--- config.mk ---
export PLATFORM = sky130hd
export DESIGN_NAME = comb_filter_ctrl
export DESIGN_NICKNAME = d
export VERILOG_FILES = /design/src/rtl/comb_filter_ctrl.sv
export SDC_FILE = /design/constraint.sdc
export NUM_CORES = 1
export LEC_CHECK = 0
export BUFFER_PORTS_ARGS = -buffer_cell sky130_fd_sc_hd__buf_2
export CAP_MARGIN = 20
export CORE_MARGIN = 1
export CORE_UTILIZATION = 30
export CTS_CLUSTER_DIAMETER = 150
export DETAILED_ROUTE_END_ITERATION = 12
export SYNTH_ARGS = -nofsm -noshare
export SYNTH_HDL_FRONTEND = slang
export SYNTH_SLANG_ARGS = --single-unit
--- constraint.sdc ---
create_clock -name i_clock -period 3.1 [get_ports i_clock]
set_clock_uncertainty 0.2 [all_clocks]
set_input_delay 0.465 -clock i_clock [delete_from_list [all_inputs] [get_ports i_clock]]
set_output_delay 0.465 -clock i_clock [all_outputs]
set_load 0.01 [all_outputs]
--- src/rtl/comb_filter_ctrl.sv ---
// Comb-filter sequencer: settings decode, flush-then-prime on enable/reconfig; optional status port via COMB_CTRL_STATUS_EN.
// Latency: settings write visible one clock later; strobe_out and PRIME/RUN comb_ce lag strobe_in by one clock.
// Backpressure: none; every settings write and input strobe is accepted.
module comb_filter_ctrl #(
    parameter logic [6:0] SR_ADDR    = 7'd0,
    parameter int         DELAY_LOG2 = 3,
    parameter int         SETTLE_W   = 16
) (
    input  logic        i_clock,
    input  logic        i_reset,
    input  logic        i_serial_strobe,
    input  logic [6:0]  i_serial_addr,
    input  logic [31:0] i_serial_data,
    input  logic        i_strobe_in,
    output logic        o_comb_clear,
    output logic        o_comb_ce,
    output logic        o_out_sel,
    output logic        o_strobe_out,
    output logic        o_ready
`ifdef COMB_CTRL_STATUS_EN
    ,
    output logic [31:0] o_status
`endif
);

    typedef enum logic [1:0] {
        S_OFF   = 2'd0,
        S_FLUSH = 2'd1,
        S_PRIME = 2'd2,
        S_RUN   = 2'd3
    } state_t;

    localparam logic [6:0]            SETTLE_ADDR = SR_ADDR + 7'd1;
    localparam logic [DELAY_LOG2-1:0] FLUSH_LAST  = '1;
    localparam logic [DELAY_LOG2-1:0] FLUSH_ONE   = {{(DELAY_LOG2-1){1'b0}}, 1'b1};

    state_t                r_state;
    state_t                w_state_next;
    logic                  r_enable;
    logic                  r_bypass;
    logic [SETTLE_W-1:0]   r_settle;
    logic [SETTLE_W-1:0]   r_settle_cnt;
    logic [DELAY_LOG2-1:0] r_flush_cnt;
    logic                  r_strobe_d;

    logic                  w_ctrl_wr;
    logic                  w_settle_wr;
    logic                  w_enable_wr;
    logic                  w_disable_wr;
    logic                  w_force_flush;
    logic [SETTLE_W:0]     w_settle_inc;
    logic                  w_prime_done;
    logic                  w_unused;

    assign w_ctrl_wr     = i_serial_strobe && (i_serial_addr == SR_ADDR);
    assign w_settle_wr   = i_serial_strobe && (i_serial_addr == SETTLE_ADDR);
    assign w_enable_wr   = w_ctrl_wr &&  i_serial_data[0];
    assign w_disable_wr  = w_ctrl_wr && !i_serial_data[0];
    // A settle write reconfigures the filter, so it restarts history just like an explicit flush.
    assign w_force_flush = (w_enable_wr && i_serial_data[2]) || (w_settle_wr && r_enable);
    assign w_settle_inc  = {1'b0, r_settle_cnt} + {{SETTLE_W{1'b0}}, 1'b1};
    assign w_prime_done  = i_strobe_in && (w_settle_inc == {1'b0, r_settle});
    assign w_unused      = &{1'b0, i_serial_data[31:SETTLE_W]};

    always_ff @(posedge i_clock or posedge i_reset) begin
        if (i_reset) begin
            r_state <= S_OFF;
        end else begin
            r_state <= w_state_next;
        end
    end

    // Disable beats every other event, then a forced flush beats normal progress.
    always_comb begin
        w_state_next = r_state;
        if (r_state == S_OFF) begin
            if (w_enable_wr) w_state_next = S_FLUSH;
        end else if (w_disable_wr) begin
            w_state_next = S_OFF;
        end else if (w_force_flush) begin
            w_state_next = S_FLUSH;
        end else begin
            case (r_state)
                S_FLUSH: if (r_flush_cnt == FLUSH_LAST)
                             w_state_next = (r_settle == '0) ? S_RUN : S_PRIME;
                S_PRIME: if (w_prime_done) w_state_next = S_RUN;
                default: w_state_next = r_state;
            endcase
        end
    end

    always_comb begin
        o_comb_clear = 1'b0;
        o_comb_ce    = 1'b0;
        o_out_sel    = 1'b0;
        o_ready      = 1'b0;
        case (r_state)
            S_OFF:   o_comb_clear = 1'b1;
            S_FLUSH: begin
                o_comb_clear = 1'b1;
                o_comb_ce    = 1'b1;
            end
            S_PRIME: o_comb_ce = r_strobe_d;
            S_RUN: begin
                o_comb_ce = r_strobe_d;
                o_out_sel = ~r_bypass;
                o_ready   = 1'b1;
            end
            default: o_comb_clear = 1'b1;
        endcase
    end

    assign o_strobe_out = r_strobe_d;

    always_ff @(posedge i_clock or posedge i_reset) begin
        if (i_reset) begin
            r_enable     <= 1'b0;
            r_bypass     <= 1'b0;
            r_settle     <= '0;
            r_settle_cnt <= '0;
            r_flush_cnt  <= '0;
            r_strobe_d   <= 1'b0;
        end else begin
            r_strobe_d <= i_strobe_in;
            if (w_ctrl_wr) begin
                r_enable <= i_serial_data[0];
                r_bypass <= i_serial_data[1];
            end
            if (w_settle_wr) r_settle <= i_serial_data[SETTLE_W-1:0];
            // Counter restarts on entry to FLUSH and on a re-forced flush while already flushing.
            if (r_state == S_FLUSH && w_state_next == S_FLUSH && !w_force_flush)
                r_flush_cnt <= r_flush_cnt + FLUSH_ONE;
            else
                r_flush_cnt <= '0;
            if (w_state_next == S_FLUSH || w_state_next == S_OFF)
                r_settle_cnt <= '0;
            else if (r_state == S_PRIME && i_strobe_in)
                r_settle_cnt <= w_settle_inc[SETTLE_W-1:0];
        end
    end

`ifdef COMB_CTRL_STATUS_EN
    logic [7:0] r_flush_done;

    always_ff @(posedge i_clock or posedge i_reset) begin
        if (i_reset) begin
            r_flush_done <= '0;
        end else if (r_state == S_FLUSH && (w_state_next == S_PRIME || w_state_next == S_RUN)
                     && r_flush_done != 8'hFF) begin
            r_flush_done <= r_flush_done + 8'd1;
        end
    end

    assign o_status = {16'(r_settle_cnt), r_flush_done, 5'b0, r_bypass, r_state};
`endif

endmodule

Word-level counts from Yosys, hierarchy flattened
Cells that the tools add are included.
{"block": "classes", "bitwise_logic": 1, "add_sub_neg": 2, "muxes": 15, "n_eq_ne": 7, "n_reduce_logical": 21}
{"operator": "$mux 16", "n": 2}
{"operator": "$add 16x1->17 const B", "n": 1}
{"operator": "$eq 17x16->1", "n": 1}
{"operator": "$logic_not 16->1", "n": 1}
{"operator": "$mux 2", "n": 6}
{"operator": "$logic_and 1x1->1", "n": 10}
{"operator": "$eq 7x1->1 const B", "n": 1}
{"operator": "$logic_not 7->1", "n": 1}
{"operator": "$eq 2x1->1 const B", "n": 2}
{"operator": "$eq 2x2->1 const B", "n": 2}
{"operator": "$logic_not 2->1", "n": 2}
{"operator": "$mux 1", "n": 4}
{"operator": "$pmux 2 s2", "n": 1}
{"operator": "$reduce_or 2->1", "n": 2}
{"operator": "$add 3x1->3 const B", "n": 1}
{"operator": "$eq 3x3->1 const B", "n": 1}
{"operator": "$mux 3", "n": 1}
{"operator": "$logic_not 1->1", "n": 2}
{"operator": "$logic_or 1x1->1", "n": 2}
{"operator": "$pmux 1 s2", "n": 1}
{"operator": "$reduce_bool 2->1", "n": 1}
{"operator": "$not 1->1", "n": 1}
{"block": "word_totals", "inputBits": 43, "out_inout_bits": 5, "wordCells": 53, "register_bits": 40}

Longest topological paths before layout
Gate-level depths: netlist of run 1.
{"block": "depth", "ltp_word": 12, "ltp_mapped": 10, "depth_no_buf": 9}

Worst setup path before layout of run 1
Ideal clock, no wire load.
{"block": "synth_path", "path_kind": "reg-to-reg", "startpoint": "register r_settle_cnt[0]", "endpoint": "register r_flush_cnt[0]", "slack_ns": 0.829, "t_required_ns": 2.820, "path_buffers": 0, "arrival_ns": 1.991, "stages_incl_launch_ff": 9, "period_less_slack_ns": 2.271, "setup_time_ns": 0.080, "path_cell_list": "dfrtp_1 > ha_1 > nand4_1 > nor4_1 > xnor2_1 > nand4_1 > a211oi_2 > a31oi_4 > nor3b_2"}
{"block": "synth_via", "elab_chain_len": 12}
{"item": "start: declaration", "line_no": "42", "text": "logic [SETTLE_W-1:0] r_settle_cnt;"}
{"item": "start signal: assignment", "line_no": "138", "text": "r_settle_cnt <= w_settle_inc[SETTLE_W-1:0];"}
{"item": "$add 16x1->17", "line_no": "61", "text": "assign w_settle_inc = {1'b0, r_settle_cnt} + {{SETTLE_W{1'b0}}, 1'b1};"}
{"item": "$eq 17x16->1", "line_no": "62", "text": "assign w_prime_done = i_strobe_in && (w_settle_inc == {1'b0, r_settle});"}
{"item": "$logic_and 1x1->1", "line_no": "62"}
{"item": "$mux 2", "line_no": "86", "text": "S_PRIME: if (w_prime_done) w_state_next = S_RUN;"}
{"item": "$pmux 2 s2", "line_no": "83", "text": "case (r_state)"}
{"item": "$mux 2", "line_no": "80", "text": "end else if (w_force_flush) begin"}
{"item": "$mux 2", "line_no": "78", "text": "end else if (w_disable_wr) begin"}
{"item": "$mux 2", "line_no": "76", "text": "if (r_state == S_OFF) begin"}
{"item": "$eq 2x1->1", "line_no": "131", "text": "if (r_state == S_FLUSH && w_state_next == S_FLUSH && !w_force_flush)"}
{"item": "$logic_and 1x1->1 (2 in a row)", "line_no": "131"}
{"item": "$mux 3", "line_no": "131"}
{"item": "end signal: assignment", "line_no": "132", "text": "r_flush_cnt <= r_flush_cnt + FLUSH_ONE;"}
{"item": "end: declaration", "line_no": "43", "text": "logic [DELAY_LOG2-1:0] r_flush_cnt;"}
No other way between the ends.
A chain may end at the register's enable or synchronous reset.

Final worst setup path of run 1
{"block": "layout_path", "startpoint": "register r_settle_cnt[0]", "endpoint": "register r_flush_cnt[1]"}
The elaborated chain is that of the path after synthesis.

==> results.md, run 1 <==
- Total CTS buffers: 5
- P_sw: 0.000411 W
- Die ar.: 9000 sq um
- Most frequent cell after synthesis: dfrtp_1
- Synth Net Count: 316
- Residual DRC count: 0
- Combinational Power Share: 25.6%
- Final Instance Area: 2970 sq um
- Leading area contributor after synthesis: dfrtp_1
- Syn. warnings: 0
- Vias per cell: 4.89
- P_leak: 1.30 nW
- Clk Latency, worst-skew pair: 0.30 ns
- Setup TNS: 0 ns
- Final WL: 5400 microns
- Worst Path Max Fanout: 8
- Core Box Area: 8300 sq um
- WP data required: 3.13 ns
- Setup bufs post-CTS: 0
- Final Slew Violations: 0
- Fillers: 856
- Fmax: 374 MHz
- Startpoint types: register
- Routability-driven placement congestion ratio: 0.832
- Sw Ratio: 30.1%
- RSZ-0062 raised after global routing: false
- Count of hold-fix buffers inserted at cts: 0
- Num rows: 33
- DP HPWL: 4020 microns
- PD cells: 461 nW/um^2
- Slew @ Worst Pin: 0.565 ns
- Crit end category: register
- Die height: 94.9 microns
- Clock buffer depth: 2
- Seq pwr share: 43.3%
- Clk slew on worst S/H paths: 0.08 ns
- Placed Area: 2860 sq um
- Via count: 1981
- ANT nets after route: 0
- Setup-failing EPs final: 0
- Status: finished, final reports clean
- Synth Register Bits: 40
- Final Critical Period: 2.67 ns
- Global-route wire length before repair: 9160 microns
- Fin nets: 350
- CTS tree: yes
- Int Pwr: 0.000956 W
- Post-Syn Area: 2590 sq um
- Slew headroom: 62.1%
- Overall power: 0.00137 W
- Final hold vios: 0
- Crit share post-route: 86.2%
- Diode count: 0
- Gr ovfl total: 0
- Root Driver: clkbuf_8
- Deepest level of the CTS H-tree: 2
- Synthesized area per cell: 9.76 sq um
- Number of synthesized flops with an enable pin: 0
- Number of cells produced by synthesis: 265
- Fraction of layout cells with a size suffix above 1: 25.3%
- Area share of the largest cell type after synthesis: 38.7%
- Number of port buffers: 31
- Antenna violations before repair: 0
- Worst Hold Class: in2async
- Clock power share: 31.1%
- TritonRoute pass-1 iters: 4
- Ys flop type: dfrtp_1
- Top cells by area, synth: dfrtp_1 39%, mux2_2 8.3%, xor2_1 5.8%
- Synth top cells by count: 40 x dfrtp_1, 31 x nor2_1, 21 x nand2_1
- Die outline width: 94.9 microns
- Post-synth ARST share: 100%
- # clock sinks: 40
- GR Util All Layers: 13.2%
- Layout Area Growth over Synthesis: 14.8%
- WS Path Type: reg2reg
- Initial Util: 31.2%
- Max cap viols: 0
- Post-cts resize count: 0
- Largest net degree at the start of global routing: 41
- I/O pin count: 48
- Crit path DAT: 2.70 ns
- VDD IR max: 0.000310 V
- Netlist cell types: 52
- Sequential share of the synthesized area: 38.7%
- Vias in the first global route: 1934
- Wire per inst: 13.3 microns
- First DRT Iteration DRCs: 75
[power groups by stage]
stage / Combinational (W) / Sequential, W / Clock (W)
floorplan: 0.000269 / 0.000590 / 0
global placement: 0.000346 / 0.000602 / 0
detailed placement: 0.000349 / 0.000603 / 0
CTS: 0.000354 / 0.000593 / 0.000440
global route: 0.000397 / 0.000600 / 0.000460
finish: 0.000350 / 0.000592 / 0.000425
[final timing paths]
| kind | endpoint | slack, ns | from | depth (start not counted) |
|---|---|---|---|---|
| worst max-delay path | r_flush_cnt[1] | 0.43 | r_settle_cnt[0] | 8 |
| worst min-delay path | r_settle[5] | 0.08 | i_reset | 3 |
| worst max register to register | r_flush_cnt[1] | 0.43 | r_settle_cnt[0] | 8 |
| worst min register to register | r_bypass | 0.32 | r_bypass | 1 |
| max in group asynchronous | r_settle[4] | 2.25 | i_reset | 3 |
| min in group i_clock | o_strobe_out | 0.13 | i_strobe_in | 1 |
[cells in the final DEF, fill, tap and decap left out, drive strengths merged, types with 3 or more instances in the layout]
| cell type | netlist | layout |
|---|---|---|
| xor2 | 17 | 17 |
| xnor2 | 16 | 16 |
| mux2 | 19 | 19 |
| ha | 8 | 8 |
| nand2 | 21 | 21 |
| clkbuf | 3 | 6 |
| a31oi | 4 | 4 |
| a21oi | 6 | 6 |
| or4 | 3 | 3 |
| buf | 5 | 35 |
| nor4 | 4 | 4 |
| o21ai | 5 | 5 |
| nand4 | 5 | 5 |
| nor3b | 5 | 5 |
| and3 | 3 | 3 |
| dfrtp | 40 | 40 |
| nand2b | 4 | 4 |
| nor2 | 31 | 31 |
| o211ai | 3 | 3 |
| a211oi | 3 | 3 |
| nor2b | 4 | 4 |
| nor3 | 8 | 8 |
| mux2i | 3 | 3 |
| inv | 10 | 10 |
| nand3 | 15 | 15 |
[layer usage]
metal	routed length [microns]	up-vias	global-route usage (%)
li1	-	997	-
met1	2560	945	17.6
met2	2620	33	21.8
met3	163	6	2.33
met4	54	0	3.41
met5	0	-	0
[metrics by stage]
stage                     utilization, %  setup WS [ns]  cells  hold WS, ns
final                               35.8          0.429    405       0.0820
after global routing                35.8         0.0909    405        0.133
after CTS                           35.8          0.386    405        0.106
after detailed placement            34.5          0.394    397        0.303
after global placement              34.5          0.406    397        0.298
after floorplan                        -          0.829    265        0.281
[critical path, stage by stage, from the launching register on]
cell and delay, ns:
dfrtp_1 0.46, ha_1 0.33, nand4_1 0.31, nor4_1 0.32
xnor2_1 0.18, nand4_1 0.13, a211oi_2 0.34, a31oi_4 0.16
nor3b_2 0.17
[logic make-up (layout without fill, tap and decap cells)]
family	after synthesis	in the layout	synth area share [%]
xor gates and xnor gates	33	33	11.2
buffers and inverters	18	53	3.10
and+or+nand+nor	112	112	23.9
adders and majority gates	8	8	3.87
AOI/OAI and AO/OA	32	32	9.87
DFF	40	40	38.7
muxes	22	22	9.43
[final cells by class]
type | count | area, sq um | area share [%]
sequential | 40 | 1000 | 33.7
multi-input combinational | 207 | 1510 | 50.7
clock inverter | 2 | 35.0 | 1.18
timing repair buffer | 35 | 185 | 6.24
inverter | 10 | 37.5 | 1.26
clock buffer | 6 | 72.6 | 2.45
tap | 105 | 131 | 4.43
[sequential cells by signal (all words and copies together), names as in the netlist]
register / cells
r_state: 2
r_flush_cnt: 3
r_bypass: 1
r_settle: 16
r_settle_cnt: 16
o_strobe_out: 1
r_enable: 1
No activity file was read; power rests on OpenSTA's default activity.
==> run 2: changes to the inputs <==
CTS_BUF_LIST = sky130_fd_sc_hd__clkbuf_4 sky130_fd_sc_hd__clkbuf_8   (was default)
==> run 2 against run 1 <==
- cell count stayed put
- die area unchanged
- worst hold slack about the same
- first-iteration DRC count shrank 1.3%
- sequential share of layout area about the same
- core utilization hardly changed
- fmax about the same
- combinational power about the same
- sequential power about the same
- total power rose by 0.80%
==> results.md, run 2 (synthesis gave the netlist of run 1 again) <==
- Setup-failing EPs final: 0 (unchanged)
- CTS tree: yes
- Final hold vios: 0 (unchanged)
- First DRT Iteration DRCs: 74 (-1.3%)
- Most common cell after layout, fill and taps aside: dfrtp_1
- Via count: 1980 (-0.050%)
- Die outline width: 94.9 microns (unchanged)
- Number of port buffers: 31 (unchanged)
- Slew @ Worst Pin: 0.564 ns (-0.0000475 ns)
- Max stage delay on crit path: 0.46 ns (about the same)
- Fin nets: 350 (unchanged)
- Fmax: 374 MHz (about the same)
- Seq pwr share: 43.0% (-0.3 points)
- Worst Hold Class: in2async
- Startpoint types: register
- Initial Util: 31.2% (unchanged)
- I/O pin count: 48 (unchanged)
- Setup TNS: 0 ns (unchanged)
- Critical Path Slowest Stage Cell: dfrtp_1
- Vias per cell: 4.89 (about the same)
- Count of hold-fix buffers inserted at cts: 0 (unchanged)
- Root Driver: clkbuf_8
- P_leak: 1.30 nW (+0.26%)
- CP Cell Sequence: ha_1 > nand4_1 > nor4_1 > xnor2_1 > nand4_1 > a211oi_2 > a31oi_4 > nor3b_2
- WP buf/inv: 0 (unchanged)
- Gr ovfl total: 0 (unchanged)
- Int Pwr: 0.000965 W (+0.94%)
- Crit path DAT: 2.70 ns (about the same)
- Fraction of layout cells with a size suffix above 1: 25.7% (+0.33 points)
- Wire per inst: 13.3 microns (+0.15%)
- Largest net degree at the start of global routing: 41 (unchanged)
- CP delay by family, top: simple AND/OR/NAND/NOR gates
- Post-cts resize count: 0 (unchanged)
- Vias in the first global route: 1937 (+0.16%)
- Core Box Area: 8300 sq um (unchanged)
- GR Util All Layers: 13.2% (unchanged)
- Status: finished, final reports clean
- Num rows: 33 (unchanged)
- Crit end category: register
- Sw Ratio: 30.0% (-0.095 points)
- VDD IR max: 0.000310 V (about the same)
- Max cap viols: 0 (unchanged)
- Reg-to-Reg Start: r_settle_cnt[0]
- Crit share post-route: 86.2% (about the same)
- Combinational Power Share: 25.3% (-0.3 points)
- Clock buffer depth: 2 (unchanged)
- Critical path startpoint: r_settle_cnt[0]
- Final Critical Period: 2.67 ns (-0.000253 ns)
- RSZ-0062 raised after global routing: false
- Final Slew Violations: 0 (unchanged)
- ANT nets after route: 0 (unchanged)
- Layout Area Growth over Synthesis: 14.9%
- Diode count: 0 (unchanged)
- Routability-driven placement congestion ratio: 0.832 (unchanged)
- Worst Path Max Fanout: 8 (unchanged)
- Setup bufs post-CTS: 0 (unchanged)
- Placed Cells: 397 (unchanged)
- Die ar.: 9000 sq um (unchanged)
- WS Path Type: reg2reg
- Total CTS buffers: 5 (unchanged)
- Final WL: 5400 microns (+0.15%)
- WP data required: 3.13 ns (about the same)
- Clock power share: 31.7% (+0.6 points)
- Clk slew on worst S/H paths: 0.08 ns (about the same)
- Most frequent cells in the layout: 40 x dfrtp_1, 31 x nor2_1, 31 x buf_2
- Global-route wire length before repair: 9160 microns (unchanged)
- Fillers: 854 (-0.23%)
- Residual DRC count: 0 (unchanged)
- P_sw: 0.000413 W (+0.48%)
- Antenna violations before repair: 0 (unchanged)
- PD cells: 464 nW/um^2 (+0.68%)
- DP HPWL: 4020 microns (unchanged)
- Clk Latency, worst-skew pair: 0.30 ns (about the same)
- Fin cells: 405 (unchanged)
- # clock sinks: 40 (unchanged)
- Crit path top cell by count: nand4_1
- TritonRoute pass-1 iters: 4 (unchanged)
- Slew headroom: 62.1% (about the same)
- Deepest level of the CTS H-tree: 2 (unchanged)
- Die height: 94.9 microns (unchanged)
- Biggest regs: r_settle x16, r_settle_cnt x16, r_flush_cnt x3
==> run 2: cell counts in the layout (fill, tap and decap cells not counted) <==
Identical to the previous run, type by type.
==> run 2: metal layers <==
layer	share of wire [%]	GRT usage [%]	vias to the layer above
met5	0	0	-
met4	1.1	3.41	0
met3	3.1	2.33	7
met2	48	21.8	34
met1	48	17.6	944
li1	-	-	995
==> run 2: worst register-to-register path: cells and delay by family, from the launching register on <==
kind	cells	cell delay, ns
adder cells (fa/ha/maj)	1	0.33
XOR/XNOR	1	0.18
AO/OA/AOI/OAI	2	0.50
AND/OR/NAND/NOR	4	0.93
flip-flops	1	0.46
==> run 2: worst paths after layout <==
check	slack, ns	endpoint	cells after the start
worst max-delay path	0.43	r_flush_cnt[1]	8
worst min-delay path	0.08	r_settle[5]	3
worst max register to register	0.43	r_flush_cnt[1]	8
worst min register to register	0.32	r_bypass	1
max in group asynchronous	2.25	r_settle[4]	3
min in group i_clock	0.13	o_strobe_out	1
==> run 2: power groups by stage <==
stage | sequential [W] | clock (W) | combinational (W)
5_1_grt | 0.000600 | 0.000469 | 0.000397
6_report | 0.000593 | 0.000437 | 0.000349
4_1_cts | 0.000593 | 0.000449 | 0.000354
2_1_floorplan | 0.000590 | 0 | 0.000269
3_5_place_dp | 0.000603 | 0 | 0.000349
3_3_place_gp | 0.000602 | 0 | 0.000346
==> run 2: metrics by stage <==
stage | hold slack (ns) | power [W] | utilization [%] | worst slack [ns] | instance area, sq um
global placement | 0.298 | 0.000948 | 34.5 | 0.406 | 2860
CTS | 0.106 | 0.00140 | 35.8 | 0.386 | 2970
floorplan | 0.281 | 0.000859 | - | 0.829 | 2590
global route | 0.133 | 0.00147 | 35.8 | 0.0909 | 2970
detailed placement | 0.303 | 0.000952 | 34.5 | 0.394 | 2860
finish | 0.0822 | 0.00138 | 35.8 | 0.429 | 2970
==> run 2: area by class of cell <==
cell class | count | area, sq um | share of cell area (%)
well taps | 105 | 131 | 4.42
clock buffers | 6 | 76.3 | 2.57
inverters | 10 | 37.5 | 1.26
flip-flops and latches | 40 | 1000 | 33.7
clock inverters | 2 | 35.0 | 1.18
repair buffers | 35 | 185 | 6.23
multi-input cells | 207 | 1510 | 50.7
